### src/rtl/ima_adpcm_blk_unpack.sv
// ----------------------------------------------------------------------------
// ima_adpcm_blk_unpack
//   Upstream feeder for an IMA ADPCM decoder. Takes a byte stream of
//   fixed-size blocks (4-byte header + packed data bytes), loads the header
//   into the decoder state and issues each data byte as two 4-bit codes.
//
// Parameters
//   BLOCK_BYTES : total bytes per block including the header (5..65535)
//   CNT_W       : byte counter width, must hold BLOCK_BYTES-1
//
// Ports
//   clock          system clock, rising edge
//   reset          asynchronous active-low reset
//   inByte         input stream byte
//   inByteValid    inByte is valid
//   inByteReady    byte taken on inByteValid && inByteReady
//   outPCM         ADPCM code to the decoder
//   outValid       outPCM is valid
//   outReady       decoder ready
//   outPredictSamp header predictor sample
//   outStepIndex   header step index, clamped to 0..88
//   outStateLoad   one-cycle decoder state load pulse
//   hdrError       one-cycle pulse: header step index was above 88
//   blkDone        one-cycle pulse: last code of a block transferred
//
// Build option
//   ADPCM_UNPACK_HIGH_NIBBLE_FIRST_EN : issue bits 7:4 before bits 3:0.
//   Default (undefined) is IMA/WAV order, low nibble first.
// ----------------------------------------------------------------------------
module ima_adpcm_blk_unpack #(
  parameter int unsigned BLOCK_BYTES = 256,
  parameter int unsigned CNT_W       = 16
) (
  input  logic        clock,
  input  logic        reset,
  input  logic [7:0]  inByte,
  input  logic        inByteValid,
  output logic        inByteReady,
  output logic [3:0]  outPCM,
  output logic        outValid,
  input  logic        outReady,
  output logic [15:0] outPredictSamp,
  output logic [6:0]  outStepIndex,
  output logic        outStateLoad,
  output logic        hdrError,
  output logic        blkDone
);

  typedef enum logic [2:0] {HDR0, HDR1, HDR2, HDR3, LOAD, GAP, DATA} state_t;

  localparam logic [CNT_W-1:0] LAST_IDX = CNT_W'(BLOCK_BYTES - 1);

  state_t           state, state_nxt;
  logic [CNT_W-1:0] cnt;
  logic [7:0]       hold;
  logic             full;       // holding register has a byte
  logic             nib;        // 0: first code of the byte pending, 1: second
  logic             last;       // holding register carries the block's final byte
  logic             live;       // first clock since reset release has happened
  logic             hdr_state;
  logic             byte_acc;
  logic             code_xfer;
  logic             blk_end;

  assign hdr_state   = (state == HDR0) || (state == HDR1) ||
                       (state == HDR2) || (state == HDR3);
  // live keeps inByteReady low while reset is held even though HDR0 is active.
  assign inByteReady = live && (hdr_state || ((state == DATA) && !full));
  assign outValid    = (state == DATA) && full;
  assign byte_acc    = inByteValid && inByteReady;
  assign code_xfer   = outValid && outReady;
  assign blk_end     = code_xfer && nib && last;

`ifdef ADPCM_UNPACK_HIGH_NIBBLE_FIRST_EN
  assign outPCM = nib ? hold[3:0] : hold[7:4];
`else
  assign outPCM = nib ? hold[7:4] : hold[3:0];
`endif

  // NOTE: sequential state uses non-blocking assignments so every flop
  // samples pre-edge values regardless of statement order.
  always_ff @(posedge clock or negedge reset) begin
    if (!reset) state <= HDR0;
    else        state <= state_nxt;
  end

  always_comb begin
    // NOTE: every output of this block gets a default first, so no path
    // can leave it unassigned and infer a latch.
    state_nxt    = state;
    outStateLoad = 1'b0;
    case (state)
      HDR0:    if (byte_acc) state_nxt = HDR1;
      HDR1:    if (byte_acc) state_nxt = HDR2;
      HDR2:    if (byte_acc) state_nxt = HDR3;
      HDR3:    if (byte_acc) state_nxt = LOAD;
      LOAD: begin
        outStateLoad = 1'b1;
        state_nxt    = GAP;
      end
      GAP:     state_nxt = DATA;   // lets the decoder step table settle
      DATA:    if (blk_end) state_nxt = HDR0;
      default: state_nxt = HDR0;
    endcase
  end

  always_ff @(posedge clock or negedge reset) begin
    if (!reset) begin
      // NOTE: the holding register is reset too, so outPCM reads 0 out of
      // reset rather than whatever the flops powered up with.
      hold           <= '0;
      full           <= 1'b0;
      nib            <= 1'b0;
      last           <= 1'b0;
      live           <= 1'b0;
      cnt            <= '0;
      outPredictSamp <= '0;
      outStepIndex   <= '0;
      hdrError       <= 1'b0;
      blkDone        <= 1'b0;
    end else begin
      live     <= 1'b1;
      hdrError <= 1'b0;
      blkDone  <= 1'b0;

      if (byte_acc) begin
        // The final byte is flagged instead of counted so the counter never
        // needs to represent BLOCK_BYTES itself.
        if (cnt == LAST_IDX) last <= 1'b1;
        else                 cnt  <= cnt + 1'b1;
        case (state)
          HDR0: outPredictSamp[7:0]  <= inByte;
          HDR1: outPredictSamp[15:8] <= inByte;
          HDR2: begin
            if (inByte > 8'd88) begin
              outStepIndex <= 7'd88;
              hdrError     <= 1'b1;
            end else begin
              outStepIndex <= inByte[6:0];
            end
          end
          DATA: begin
            hold <= inByte;
            full <= 1'b1;
            nib  <= 1'b0;
          end
          default: ;
        endcase
      end

      // A byte can only be taken while the register is empty and a code can
      // only leave while it is full, so the two never collide.
      if (code_xfer) begin
        if (!nib) begin
          nib <= 1'b1;
        end else begin
          full <= 1'b0;
          nib  <= 1'b0;
          if (last) begin
            blkDone <= 1'b1;
            last    <= 1'b0;
            cnt     <= '0;
          end
        end
      end
    end
  end

endmodule
### config.mk
export PLATFORM = sky130hd
export DESIGN_NAME = ima_adpcm_blk_unpack
export DESIGN_NICKNAME = d
export VERILOG_FILES = /design/src/rtl/ima_adpcm_blk_unpack.sv
export SDC_FILE = /design/constraint.sdc
export NUM_CORES = 1
export LEC_CHECK = 0
export CAP_MARGIN = 10
export CELL_PAD_IN_SITES_DETAIL_PLACEMENT = 0
export CELL_PAD_IN_SITES_GLOBAL_PLACEMENT = 2
export CORE_ASPECT_RATIO = 1.4
export CORE_UTILIZATION = 35
export CTS_CLUSTER_SIZE = 30
export DETAILED_ROUTE_END_ITERATION = 8
export MAX_ROUTING_LAYER = met4
export PLACE_DENSITY = 0.85
export SKIP_LAST_GASP = 1
export SYNTH_ARGS = -nofsm -noshare
export SYNTH_HDL_FRONTEND = slang
export SYNTH_SLANG_ARGS = --single-unit
### constraint.sdc
create_clock -name clock -period 1.92 [get_ports clock]
set_input_delay 0.384 -clock clock [delete_from_list [all_inputs] [get_ports clock]]
set_output_delay 0.384 -clock clock [all_outputs]
set_load 0.02 [all_outputs]
==> out/results.env <==
DETAIL_ROUTE.VIAS_PER_CELL=5.21
DRTPASS1ITERATIONS=4
POSTROUTEWIRELENGTH_MM=6.47
VIA_COUNT_OF_THE_FIRST_GLOBAL_ROUTING_PASS=2245
CTS_HOLD_BUFFERS=0
DETAIL-ROUTE-ANTENNA-NETS=0
STATUS='completed'
HOLD_PATH.CLASS='input port to async pin'
VDD_DROP_MAX_mV=0.943
CTS.HTREE.LEVELS=2
DRIVE_GT1_SHARE_PCT=31.4
FINALHOLDWORSTSLACK_NS=0.0383
WORSTREGTOREGCELLS=5
CTS_NUM_SINKS=56
FINAL_PERIOD_UTIL_PCT=97.9
GATE_COUNT_OF_THE_MAPPED_NETLIST=224
DPL_HPWL_MM=4.82
INITIAL_ANTENNA_VIOLATION_COUNT=0
TRITONCTS_CLOCK_TREE='done'
CLK_PATH_BUF_DEPTH=2
MAPPEDNETLISTNETS=237
FIRST_PASS_GRT_WIRE_LENGTH_MM=10.8
NUMBER_OF_TOP_LEVEL_DESIGN_PORTS=44
CAP_VIOL_MAX_COUNT=0
AVGROUTEDWIREPERCELL_UM=15.8
LAYOUT.NETS=324
TIMING.MAX_SLEW.REL_SLACK_PCT=67.1
DIE_W_UM=75.1
YS_SEQ_AREA_SHARE_PCT=53.5
FIN_WORST_SKEW_NS=0.0113
ROUTED-VIA-COUNT=2132
POWER.COMBINATIONAL.FRACTION_PCT=46.0
CLOCK_POWER_SHARE_PCT=14.5
POST_SYNTH_INSTANCE_AREA_UM2=2620
GROUTE.USAGE.OVERALL_PCT=18.7
LEAKAGEPOWER_nW=1.61
STDCELL_COUNT=409
DR.FIRST_ITER.DRC_COUNT=164
TIMING.FINAL.SETUP_VIOLATIONS=0
ENDPOINT_KIND='primary output'
TIMING_MAX_TRANSITION_VIOLATIONS_FINAL=0
DIE_H_UM=104
POWER_SWITCHING_SHARE_PCT=35.7
POWER.DENSITY_CELL_AREA_nW_PER_UM2=1300
YOSYS_WARNINGS=0
CORE_UM2=7310
POST-PLACE-CELLS=395
P_INT_mW=3.00
SYN-MEAN-INSTANCE-AREA_UM2=11.7
DIEAREA_UM2=7840
CP_MAX_FO=2
DRC_VIOLATIONS=0
CRIT_REQUIRED_NS=1.54
TIMING.FINAL.CRIT_PERIOD_NS=1.88
GPL.FINAL_WEIGHTED_CONGESTION=0.840
FINAL_CORE_UTILIZATION_PCT=49.2
NETSW_mW=1.66
ARRIVAL_NS=1.50
N_ANTENNA_CELL=0
ROW_COUNT=37
NUMPORTBUFFERS=43
GRT_START_MAX_NET_PINS=57
GRT_REMAINING_OVERFLOW=0
TOTAL_NEGATIVE_SLACK_NS=0
SYNTH.DISTINCT_CELLS=45
MAX_CLOCK_FREQ_MHz=532
HOLD_VIOLATIONS=0
CP-START-KIND='register'
POWER.SEQUENTIAL.FRACTION_PCT=39.6
SYNTH.FF_LATCH_COUNT=56
SYNTHTOLAYOUTAREAGROWTH_PCT=37.4
CLKSLEWWORSTSETUPHOLDPATHS_NS=0.11
MAX_SLEW.WORST_PIN.SLEW_NS=0.489
TIMING.SETUP.CRITICAL_PATH_CLASS='register to primary output'
RSZ0062_AT_GRT='yes'
CLOCK_TREE.ROOT_CELL='clkbuf_8'
START_UTIL_PCT=35.8
CTS-BUFFERS-INSERTED=5
CLK-INSERTION-DELAY-LATE_NS=0.31
[placed cells by master, fill, tap and decap left out, types with 4 or more instances in the layout]
cell              n
dfrtp_1          55
buf_4            46
clkdlybuf4s50_1  35
mux2_2           28
nand2_1          17
nand3_1           9
nand4_1           8
a21oi_1           7
mux2i_1           7
or4_1             6
o21ai_0           6
o31ai_1           5
or3_1             5
nor3_1            5
nor2_1            5
clkbuf_8          5
and2_1            4
[Yosys cell counts, drive strengths merged]
master / instances / area, µm²
a211o: 1 / 8.76
a21boi: 1 / 7.51
a21o: 3 / 22.5
a21oi: 8 / 43.8
a22o: 3 / 26.3
a32o: 1 / 10.0
and2: 4 / 25.0
and3: 2 / 12.5
and3b: 1 / 8.76
and4: 2 / 17.5
buf: 5 / 27.5
clkbuf: 5 / 18.8
clkinv: 2 / 7.51
conb: 1 / 3.75
dfrtp: 56 / 1400
ha: 1 / 12.5
mux2: 28 / 315
mux2i: 7 / 70.1
nand2: 17 / 63.8
nand2b: 3 / 18.8
nand3: 9 / 45.0
nand4: 8 / 50.1
nor2: 5 / 18.8
nor3: 7 / 51.3
nor3b: 1 / 12.5
nor4: 5 / 52.6
o2111ai: 2 / 17.5
o211ai: 3 / 22.5
o21a: 3 / 22.5
o21ai: 8 / 40.0
o22a: 2 / 17.5
o22ai: 1 / 6.26
o311a: 1 / 10.0
o31ai: 5 / 37.5
or3: 5 / 31.3
or3b: 1 / 8.76
or4: 6 / 45.0
xnor2: 1 / 8.76
[through the flow]
step / setup WS [ns] / total power [mW] / cell area (µm²)
5_1_grt: -0.0399 / 4.96 / 3600
6_report: 0.0402 / 4.67 / 3600
2_1_floorplan: 0.129 / 2.98 / 2620
3_5_place_dp: -0.151 / 3.99 / 3450
3_3_place_gp: -0.114 / 3.97 / 3450
4_1_cts: -0.175 / 4.66 / 3550
[kinds of logic (layout without fill, tap and decap cells)]
kind of cell,Yosys count,after routing,synth area share [%]
and+or+nand+nor,76,76,17.6
DFF,56,56,53.5
AOI/OAI and AO/OA,42,42,11.2
muxes,35,35,14.7
buffers and inverters,12,100,2.05
adders and majority gates,1,1,0.477
other,1,1,0.143
xor gates and xnor gates,1,1,0.334
[metal layers]
metal	GRT usage, %	share of wire, %	vias to the layer above	wire [µm]
met5	-	0	-	0
met4	5.66	1.5	0	95
met3	3.59	4.6	9	295
met2	32.6	55	53	3550
met1	20.9	39	1061	2530
li1	-	-	1009	-
[timing repair]
| item | in CTS | in global routing |
|---|---|---|
| setup endpoints to repair | 7 | 21 |
| resized for setup | 11 | 14 |
| pin swaps | 0 | 1 |
| setup buffers | 2 | 4 |
[path summary, 6_finish.rpt]
check                      slack, ns                   startpoint                     endpoint
setup / recovery                0.04               full$_DFF_PN0_                  inByteReady
hold reg to reg                 0.47  outStepIndex[5]$_DFFE_PN0P_  outStepIndex[5]$_DFFE_PN0P_
setup reg to reg                0.09         state[0]$_DFFE_PN0P_  outStepIndex[4]$_DFFE_PN0P_
max in group asynchronous       1.57                        reset              nib$_DFFE_PN0P_
hold / removal                  0.04                        reset             cnt[9]$_DFF_PN0_
min in group clock              0.47  outStepIndex[5]$_DFFE_PN0P_  outStepIndex[5]$_DFFE_PN0P_
[power groups by stage]
stage	logic [mW]	clock network, mW	registers [mW]
6_report	2.14	0.675	1.85
5_1_grt	2.30	0.743	1.91
4_1_cts	2.11	0.700	1.86
3_5_place_dp	2.11	0	1.88
3_3_place_gp	2.09	0	1.87
2_1_floorplan	0.852	0	2.13
[final cells by class]
cell class                      count  area, µm²
Clock inverter                      2       17.5
Timing Repair Buffer               90        788
Tap cell                           97        121
Inverter                            2       7.51
Sequential cell                    56       1400
Clock buffer                        6       72.6
Multi-Input combinational cell    156       1190
Fill cell                         730       3710
[flip-flops by register name (all words and copies together) (netlist names)]
register	cells
cnt	16
outPredictSamp	16
hold	8
outStepIndex	7
state	3
blkDone	1
full	1
hdrError	1
last	1
live	1
nib	1
[critical path, cell delays in order, from the launching register on]
cell and delay (ns):
dfrtp_1 0.41, or3b_2 0.49, a21boi_2 0.15, buf_4 0.15
Power figures use the tool's default switching activity.
